File: src/rtl/id_ex_multi.sv
// ID->EX pipeline register for a multi-issue core. A bundle with an in-bundle RAW hazard is split:
// the older lanes issue now and the dependent remainder is buffered and issued on later cycles.

module id_ex_multi_chk #(
    parameter int LANES = 2
) (
    input logic             clk,
    input logic             rst,
    input logic             id_valid,
    input logic [LANES-1:0] id_lane_valid
);
    function automatic logic is_prefix(input logic [LANES-1:0] v);
        return ((v + LANES'(1)) & v) == '0;
    endfunction

    // Offered lane valids must form a contiguous run starting at lane 0.
    a_prefix: assert property (@(posedge clk) disable iff (!rst) id_valid |-> is_prefix(id_lane_valid))
        else $error("id_lane_valid is not a contiguous prefix: %b", id_lane_valid);
endmodule

module id_ex_multi #(
    parameter int LANES  = 2,
    parameter int DATA_W = 160,
    parameter int PC_W   = 32,
    parameter int RA_W   = 5
) (
    input  logic                    clk,
    input  logic                    rst,
    input  logic                    flush,
    input  logic                    id_valid,
    output logic                    id_ready,
    input  logic [LANES-1:0]        id_lane_valid,
    input  logic [LANES*DATA_W-1:0] id_payload,
    input  logic [LANES*PC_W-1:0]   id_pc,
    input  logic [LANES*RA_W-1:0]   id_rs1,
    input  logic [LANES*RA_W-1:0]   id_rs2,
    input  logic [LANES*RA_W-1:0]   id_wd,
    input  logic [LANES-1:0]        id_wreg,
    input  logic                    ex_ready,
    output logic                    ex_valid,
    output logic [LANES-1:0]        ex_lane_valid,
    output logic [LANES*DATA_W-1:0] ex_payload,
    output logic [LANES*PC_W-1:0]   ex_pc,
    output logic [LANES*RA_W-1:0]   ex_wd,
    output logic [LANES-1:0]        ex_wreg,
    output logic                    split_o
);
    localparam int KW = $clog2(LANES + 1);

    typedef enum logic {PASS = 1'b0, SPLIT = 1'b1} state_e;
    state_e state_q, state_d;

    logic [LANES-1:0]        rem_valid_q, rem_valid_d, rem_wreg_q, rem_wreg_d;
    logic [LANES*DATA_W-1:0] rem_payload_q, rem_payload_d;
    logic [LANES*PC_W-1:0]   rem_pc_q, rem_pc_d;
    logic [LANES*RA_W-1:0]   rem_rs1_q, rem_rs1_d, rem_rs2_q, rem_rs2_d, rem_wd_q, rem_wd_d;

    logic [LANES-1:0]        ex_lane_valid_q, ex_lane_valid_d, ex_wreg_q, ex_wreg_d;
    logic [LANES*DATA_W-1:0] ex_payload_q, ex_payload_d;
    logic [LANES*PC_W-1:0]   ex_pc_q, ex_pc_d;
    logic [LANES*RA_W-1:0]   ex_wd_q, ex_wd_d;
    logic                    split_q, split_d;

    logic [LANES-1:0]        cand_valid_s, cand_wreg_s, dep_s;
    logic [LANES*DATA_W-1:0] cand_payload_s;
    logic [LANES*PC_W-1:0]   cand_pc_s;
    logic [LANES*RA_W-1:0]   cand_rs1_s, cand_rs2_s, cand_wd_s;
    logic [KW-1:0]           k_s;
    logic                    advance_s, accept_s, load_s, hazard_s;

    assign advance_s = ~(|ex_lane_valid_q) | ex_ready;
    assign id_ready  = advance_s & (state_q == PASS) & ~flush;
    assign accept_s  = id_valid & id_ready;
    assign load_s    = advance_s & ~flush & ((state_q == SPLIT) | accept_s);

    // Candidate set: the buffered remainder while splitting, otherwise the offered bundle.
    always_comb begin
        if (state_q == SPLIT) begin
            cand_valid_s   = rem_valid_q;
            cand_wreg_s    = rem_wreg_q;
            cand_payload_s = rem_payload_q;
            cand_pc_s      = rem_pc_q;
            cand_rs1_s     = rem_rs1_q;
            cand_rs2_s     = rem_rs2_q;
            cand_wd_s      = rem_wd_q;
        end else begin
            cand_valid_s   = id_lane_valid & {LANES{id_valid}};
            cand_wreg_s    = id_wreg;
            cand_payload_s = id_payload;
            cand_pc_s      = id_pc;
            cand_rs1_s     = id_rs1;
            cand_rs2_s     = id_rs2;
            cand_wd_s      = id_wd;
        end
    end

    // RAW detection against every older valid lane; k_s is the first dependent lane or LANES.
    always_comb begin
        dep_s = '0;
        for (int j = 1; j < LANES; j++) begin
            for (int i = 0; i < j; i++) begin
                dep_s[j] = dep_s[j] | (cand_valid_s[i] & cand_valid_s[j] & cand_wreg_s[i]
                           & (cand_wd_s[i*RA_W +: RA_W] != '0)
                           & ((cand_rs1_s[j*RA_W +: RA_W] == cand_wd_s[i*RA_W +: RA_W])
                            | (cand_rs2_s[j*RA_W +: RA_W] == cand_wd_s[i*RA_W +: RA_W])));
            end
        end
        k_s = KW'(LANES);
        for (int j = LANES - 1; j >= 1; j--) begin
            k_s = dep_s[j] ? KW'(j) : k_s;
        end
        hazard_s = |dep_s;
    end

    // Next state: stay in SPLIT while each load leaves a non-empty remainder.
    always_comb begin
        if (flush) begin
            state_d = PASS;
        end else if (load_s) begin
            state_d = hazard_s ? SPLIT : PASS;
        end else begin
            state_d = state_q;
        end
    end

    // Next register contents for the EX lanes and the compacted remainder buffer.
    always_comb begin
        ex_lane_valid_d = ex_lane_valid_q;
        ex_payload_d    = ex_payload_q;
        ex_pc_d         = ex_pc_q;
        ex_wd_d         = ex_wd_q;
        ex_wreg_d       = ex_wreg_q;
        rem_valid_d     = rem_valid_q;
        rem_wreg_d      = rem_wreg_q;
        rem_payload_d   = rem_payload_q;
        rem_pc_d        = rem_pc_q;
        rem_rs1_d       = rem_rs1_q;
        rem_rs2_d       = rem_rs2_q;
        rem_wd_d        = rem_wd_q;
        split_d         = 1'b0;
        if (flush) begin
            ex_lane_valid_d = '0;
            rem_valid_d     = '0;
        end else if (load_s) begin
            ex_payload_d = cand_payload_s;
            ex_pc_d      = cand_pc_s;
            ex_wd_d      = cand_wd_s;
            ex_wreg_d    = cand_wreg_s;
            for (int i = 0; i < LANES; i++) begin
                ex_lane_valid_d[i] = cand_valid_s[i] & (KW'(i) < k_s);
            end
            for (int m = 0; m < LANES; m++) begin
                if (m + int'(k_s) < LANES) begin
                    rem_valid_d[m] = cand_valid_s[m + int'(k_s)];
                    rem_wreg_d[m]  = cand_wreg_s[m + int'(k_s)];
                    rem_payload_d[m*DATA_W +: DATA_W] = cand_payload_s[(m + int'(k_s))*DATA_W +: DATA_W];
                    rem_pc_d[m*PC_W +: PC_W]          = cand_pc_s[(m + int'(k_s))*PC_W +: PC_W];
                    rem_rs1_d[m*RA_W +: RA_W]         = cand_rs1_s[(m + int'(k_s))*RA_W +: RA_W];
                    rem_rs2_d[m*RA_W +: RA_W]         = cand_rs2_s[(m + int'(k_s))*RA_W +: RA_W];
                    rem_wd_d[m*RA_W +: RA_W]          = cand_wd_s[(m + int'(k_s))*RA_W +: RA_W];
                end else begin
                    rem_valid_d[m] = 1'b0;
                end
            end
            split_d = hazard_s;
        end else if (advance_s) begin
            ex_lane_valid_d = '0;
        end else begin
            ex_lane_valid_d = ex_lane_valid_q;
        end
    end

    // State register.
    always_ff @(posedge clk or negedge rst) begin
        if (!rst) begin
            state_q <= PASS;
        end else begin
            state_q <= state_d;
        end
    end

    // EX-lane and remainder registers.
    always_ff @(posedge clk or negedge rst) begin
        if (!rst) begin
            ex_lane_valid_q <= '0;
            ex_payload_q    <= '0;
            ex_pc_q         <= '0;
            ex_wd_q         <= '0;
            ex_wreg_q       <= '0;
            split_q         <= 1'b0;
            rem_valid_q     <= '0;
            rem_wreg_q      <= '0;
            rem_payload_q   <= '0;
            rem_pc_q        <= '0;
            rem_rs1_q       <= '0;
            rem_rs2_q       <= '0;
            rem_wd_q        <= '0;
        end else begin
            ex_lane_valid_q <= ex_lane_valid_d;
            ex_payload_q    <= ex_payload_d;
            ex_pc_q         <= ex_pc_d;
            ex_wd_q         <= ex_wd_d;
            ex_wreg_q       <= ex_wreg_d;
            split_q         <= split_d;
            rem_valid_q     <= rem_valid_d;
            rem_wreg_q      <= rem_wreg_d;
            rem_payload_q   <= rem_payload_d;
            rem_pc_q        <= rem_pc_d;
            rem_rs1_q       <= rem_rs1_d;
            rem_rs2_q       <= rem_rs2_d;
            rem_wd_q        <= rem_wd_d;
        end
    end

    assign ex_lane_valid = ex_lane_valid_q;
    assign ex_valid      = |ex_lane_valid_q;
    assign ex_payload    = ex_payload_q;
    assign ex_pc         = ex_pc_q;
    assign ex_wd         = ex_wd_q;
    assign ex_wreg       = ex_wreg_q;
    assign split_o       = split_q;

    id_ex_multi_chk #(.LANES(LANES)) u_chk (
        .clk           (clk),
        .rst           (rst),
        .id_valid      (id_valid),
        .id_lane_valid (id_lane_valid)
    );
endmodule

File: config.mk
export PLATFORM = sky130hd
export DESIGN_NAME = id_ex_multi
export DESIGN_NICKNAME = d
export VERILOG_FILES = /design/src/rtl/id_ex_multi.sv
export SDC_FILE = /design/constraint.sdc
export NUM_CORES = 1
export LEC_CHECK = 0
export CORE_AREA = 2 2 325 327
export DETAILED_ROUTE_END_ITERATION = 10
export DIE_AREA = 0 0 327 329
export GPL_TIMING_DRIVEN = 0
export SKIP_LAST_GASP = 1
export SLEW_MARGIN = 25
export SYNTH_ARGS = -nofsm -noshare
export SYNTH_HDL_FRONTEND = slang
export SYNTH_SLANG_ARGS = --single-unit
File: constraint.sdc
create_clock -name clk -period 5.05 [get_ports clk]
set_input_delay 1.01 -clock clk [delete_from_list [all_inputs] [get_ports clk]]
set_output_delay 1.01 -clock clk [all_outputs]
set_load 0.01 [all_outputs]
Yosys cells after proc, flatten, opt, wreduce, memory -nomap -nowiden --
Index checks and enable logic that the tools add are counted.
Operators by class: divide/modulo/power cells 0, reduce and logical (&&, ||, !) cells 7, muxes and demuxes 30, equal/unequal tests 2, bitwise gates (word level) 18, multipliers 4, $lt $le $gt $ge 6, shift-type cells 10, add/sub/neg operators 1
Operators by type and width (count):
- 320-bit 2-to-1 mux | 1
- 320-bit by 11-bit variable part select with 160-bit output | 1
- 320-bit by 32-bit variable part select with 160-bit output | 1
- 10-bit by 32-bit variable part select with 5-bit output | 4
- 32-bit by 3-bit less-than comparator with 1-bit output, second input constant | 2
- 64-bit 2-to-1 mux | 1
- 64-bit by 32-bit variable part select with 32-bit output | 1
- 64-bit by 8-bit variable part select with 32-bit output | 1
- 32-bit by 4-bit multiplier with 27-bit output, second input constant | 1
- 10-bit 2-to-1 mux | 3
- 1-bit 2-to-1 mux | 17
- 2-bit 2-to-1 mux | 8
- 1-bit AND | 11
- 5-bit equality test | 2
- 2-bit by 3-bit multiplier with 5-bit output, second input constant | 2
- 10-bit by 6-bit variable part select with 5-bit output | 1
- 10-bit by 7-bit variable part select with 5-bit output | 1
- 3-bit by 3-bit multiplier with 6-bit output, second input constant | 1
- 3-bit AND reduction | 2
- 5-bit nonzero test | 1
- 1-bit by 2-bit less-than comparator with 1-bit output, first input constant | 2
- 2-bit less-than comparator, second input constant | 2
- 1-bit by 2-bit adder with 3-bit output, first input constant | 1
- 1-bit NOT | 3
- 6 further kinds | 8
Word-level totals: bits of input ports 423, output and inout bits 401, bits in writable memories 0, bits in latches 0, bits in registers 818, logic and storage cells 98, memories kept 0, ROM bits 0

Logic depth before layout (Yosys ltp) --
depth in word-level cells 14, mapped depth 9, gate-level depth less buffers 5

Worst setup path before layout --
OpenSTA, ideal clock, no wires.
path kind input to register, start in id_wd[0], end reg rem_payload_q[0], library setup time 122 ps, arrival 2649 ps, required time 4928 ps, buffers on the path 3, slack 2280 ps, stages on the path 8, cells stage by stage or4_4 o311ai_4 nand3b_1 o31ai_1 buf_2 buf_6 buf_6 a32o_1
On the way: word-level cells in the longest chain between the ends 7, elaborated cells between the ends (all ways) 12, those cells by class mul: 1; order compare: 1; eq/ne: 2; shift: 1; mux: 2; bitwise: 3; reduce/logical: 2
Ends and longest elaborated chain:
- start, declared | line 37 | input logic [LANES*RA_W-1:0] id_wd,
- 10-bit 2-to-1 mux * | line 78 | if (state_q == SPLIT) begin
- 5-bit equality test (tied with other cells) | line 104 | & ((cand_rs1_s[j*RA_W +: RA_W] == cand_wd_s[i*RA_W +: RA_W])
- 1-bit bitwise OR or 1-bit AND (tied branches) | line 105, 103
- 1-bit AND * | line 104
- 2-bit 2-to-1 mux * | line 110 | k_s = dep_s[j] ? KW'(j) : k_s;
- 2-bit by 3-bit multiplier with 5-bit output or 2-bit less-than comparator (tied branches) | line 156, 153
- 320-bit by 11-bit variable part select with 160-bit output or 3-bit AND reduction (tied branches)
- end signal, assigned | line 207 | rem_payload_q <= rem_payload_d;
- end, declared | line 54 | logic [LANES*DATA_W-1:0] rem_payload_q, rem_payload_d;
Every way passes the cells marked *; elsewhere a longest branch is shown, timed or not. A chain may end at the register's enable or synchronous reset.

Final worst setup path --
start in ex_ready, end reg ex_payload_q[149] (netlist: ex_payload[149])
On the way: word-level cells in the longest chain between the ends 7, elaborated cells between the ends (all ways) 8, those cells by class bitwise: 7; reduce/logical: 1
Ends and longest elaborated chain:
- start, declared | line 39 | input logic ex_ready,
- 1-bit bitwise OR * | line 71 | assign advance_s = ~(|ex_lane_valid_q) | ex_ready;
- 1-bit AND (2 in a row) | line 72 | assign id_ready = advance_s & (state_q == PASS) & ~flush;
- 1-bit AND | line 73 | assign accept_s = id_valid & id_ready;
- 1-bit bitwise OR | line 74 | assign load_s = advance_s & ~flush & ((state_q == SPLIT) | accept_s);
- 1-bit AND * | line 74
- 2-bit AND reduction (no source line) *
- end signal, assigned | line 200 | ex_payload_q <= ex_payload_d;
- end, declared | line 59 | logic [LANES*DATA_W-1:0] ex_payload_q, ex_payload_d;
Marks and branches as above.

==> impl_metrics.toml <==
[status]
status = "finished clean"

[sta]
period_needed_ns = 4.22
final-setup-viol-count = 0
worst_slew_pin_slew_ns = 1.07
hold_viol = 0
rsz0062_at_grt = "false"
max_freq_mhz = 237
setup_ws_ns = 0.830
slew_headroom_pct = 28.6
skew_ns = 0.0266
layout_worst_path_cycle_share_pct = 83.6
drv_slew = 0

[cts]
cts.sinks = 599
cts_setup_buffers = 0
ctsHtreeMaxLevel = 3
clock_latency_ns = 0.62
cts_buffers = 71
cts_tree = "built"
ctsHoldBuffers = 0
path_clk_slew_ns = 0.06
clk_path_buf_depth = 3
cts_resized = 0
cts-root-buf = "clkbuf_16"

[die]
die_w_um = 327
io-pin-count = 824
initial_core_util_pct = 22.5
floorplan.rows = 119
coreArea_um2 = 104000
dieArea_um2 = 108000
die_y_um = 329

[route]
drc = 0
ant_nets = 0
viasPerCell = 4.74
firstDrtPassIters = 5
vias = 19700
post_drt_wl_per_cell_um = 25.6
drt_wl_total_mm = 107
drt_iter0_markers = 1243

[critical_path]
crit_arrival_ns = 4.75
cp_common_cell = "clkbuf_1"
worstSetupPathType = "input pin to flip-flop"
required_ns = 5.58
critPathMaxStageDelay_ns = 0.86
slowest_stage = "clkbuf_1"
reg2reg_slack_ns = 1.33
cp-end-kind = "flip-flop"
critPathMaxFanout = 10
start_kind = "input pin"
path_cells = "clkdlybuf4s50_1, o21ba_2, or3_1, buf_2, clkbuf_1, clkbuf_1, buf_1, nand2_1, o21ai_0"

[power]
vdd_drop_max_uv = 209
powerDensity_nw_per_um2 = 376
p_leak_nw = 14.8

[cells_and_area]
area_delta_synth_final_pct = 53.0
fin_nets = 3126
fin_util_pct = 34.5
drive_gt1_share_pct = 6.21
fillers = 10405

[logic_synthesis]
synth_edf_count = 0
netlist_top_cells_area = "dfrtp_1 (64%), a32o_1 (8.4%), mux2i_1 (8.4%)"
synth_top_cell_area_share_pct = 63.7
synth_area_um2 = 23500
syn_inst = 1809
synth-async-reset-ratio_pct = 100
syn_area_per_cell_um2 = 13.0
synth.distinct_cells = 30
syn-num-nets = 2232
netlist_top_cells_count = "dfrtp_1 (599), nand2_1 (204), o21ai_0 (199)"
yosysMostFrequentCell = "dfrtp_1"
yosysTopAreaCell = "dfrtp_1"
yosysSeqAreaShare_pct = 63.7
synth-seq-cells = 599
synth_flop_cell = "dfrtp_1"
yosysWarnings = 0

[grt]
antenna_found_initial = 19
grt_max_degree = 85
grt_pass1_vias = 20768
grt_use_total_pct = 19.2
grt_first_pass_wirelength_mm = 150
grt_overflow = 0

[placed_design]
dp_hpwl_mm = 80.8
pre_cts_ws_ns = -0.101
place_congestion = 0.876
numPortBuffers = 813

[run]
maxCapViolations = 0

[min_path]
min_path_type = "input pin to async pin"
[per-layer routing]
layer	up-vias	track usage [%]	part of all wire, %	routed length (um)
met5	-	0	0.085	91
met3	164	5.56	7.1	7590
met1	10173	24.0	41	44200
met4	12	6.38	3.1	3270
met2	740	31.8	48	51500
li1	8611	-	-	-
[final cells by class]
| cell class | count | area [um^2] | area share [%] |
|---|---|---|---|
| clock inverter | 19 | 220 | 0.612 |
| clock buffer | 104 | 2080 | 5.79 |
| antenna | 15 | 37.5 | 0.104 |
| inverter | 2 | 7.51 | 0.0209 |
| tap | 1391 | 1740 | 4.84 |
| sequential | 599 | 15000 | 41.7 |
| timing repair buffer | 821 | 8360 | 23.2 |
| buffer | 176 | 811 | 2.25 |
| multi-input combinational | 1032 | 7730 | 21.5 |
[registers in the layout, indices dropped and copies added (netlist names)]
register,flops
rem_payload_q,160
rem_valid_q,1
ex_pc,64
ex_wreg,2
state_q,1
rem_wreg_q,1
ex_wd,10
ex_payload,320
ex_lane_valid,2
rem_wd_q,5
split_o,1
rem_pc_q,32
[per-stage QoR]
step	instance area, um^2	instances	setup TNS, ns	hold WS [ns]	power [W]
after global routing	36000	4152	0	0.291	0.0141
after floorplan	23500	1809	0	0.466	0.00652
final	36000	4159	0	0.304	0.0135
after global placement	33400	4013	-	0.460	0.00844
after detailed placement	33600	4021	-0.882	0.469	0.00846
after CTS	35900	4144	0	0.269	0.0137
[final timing paths]
kind                                  startpoint               to  depth (start not counted)
worst max-delay path                    ex_ready  ex_payload[149]                          9
worst min-delay path                         rst        ex_pc[47]                          1
worst max register to register  ex_lane_valid[0]  ex_payload[149]                          8
worst min register to register    ex_payload[64]   ex_payload[64]                          2
max in group asynchronous                    rst   ex_payload[65]                          4
min in group clk                  ex_payload[64]   ex_payload[64]                          2
[power by group]
group          total (W)  internal, W  switching [W]
combinational    0.00269      0.00146        0.00123
clock            0.00517      0.00306        0.00211
sequential       0.00568      0.00534       0.000332
total             0.0135      0.00986        0.00367
[logic make-up (layout without fill, tap and decap cells)]
logic type,Yosys count,in the layout,share of synthesized area (%)
other,0,15,0
buffers and inverters,178,1122,3.42
AND/OR/NAND/NOR,222,222,3.71
AO/OA/AOI/OAI,602,602,20.3
multiplexers,198,198,8.43
flip-flops,599,599,63.7
XOR/XNOR,10,10,0.372
[cell usage in the layout (no fill, tap or decap), drive strengths merged]
cell             n
clkdlybuf4s50  812
dfrtp          599
clkbuf         222
nand2          204
o21ai          200
a32o           198
mux2i          198
a22o           198
buf             67
diode           15
clkinv          11
nor2             7
xor2             6
inv              5
xnor2            4
bufinv           4
nor3             2
nand3b           2
or2              1
o21ba            1
or3              1
or4              1
and4b            1
o311ai           1
a41oi            1
nor4             1
nor4bb           1
o31ai            1
a21oi            1
nand3            1
o2111ai          1
clkinvlp         1
[worst max-delay path: cells and delay by family]
family / cells / cell delay (ns)
AND/OR/NAND/NOR: 2 / 0.33
AO/OA/AOI/OAI: 2 / 0.40
buffers and inverters: 5 / 2.99
(Power assumes the default switching activity.)
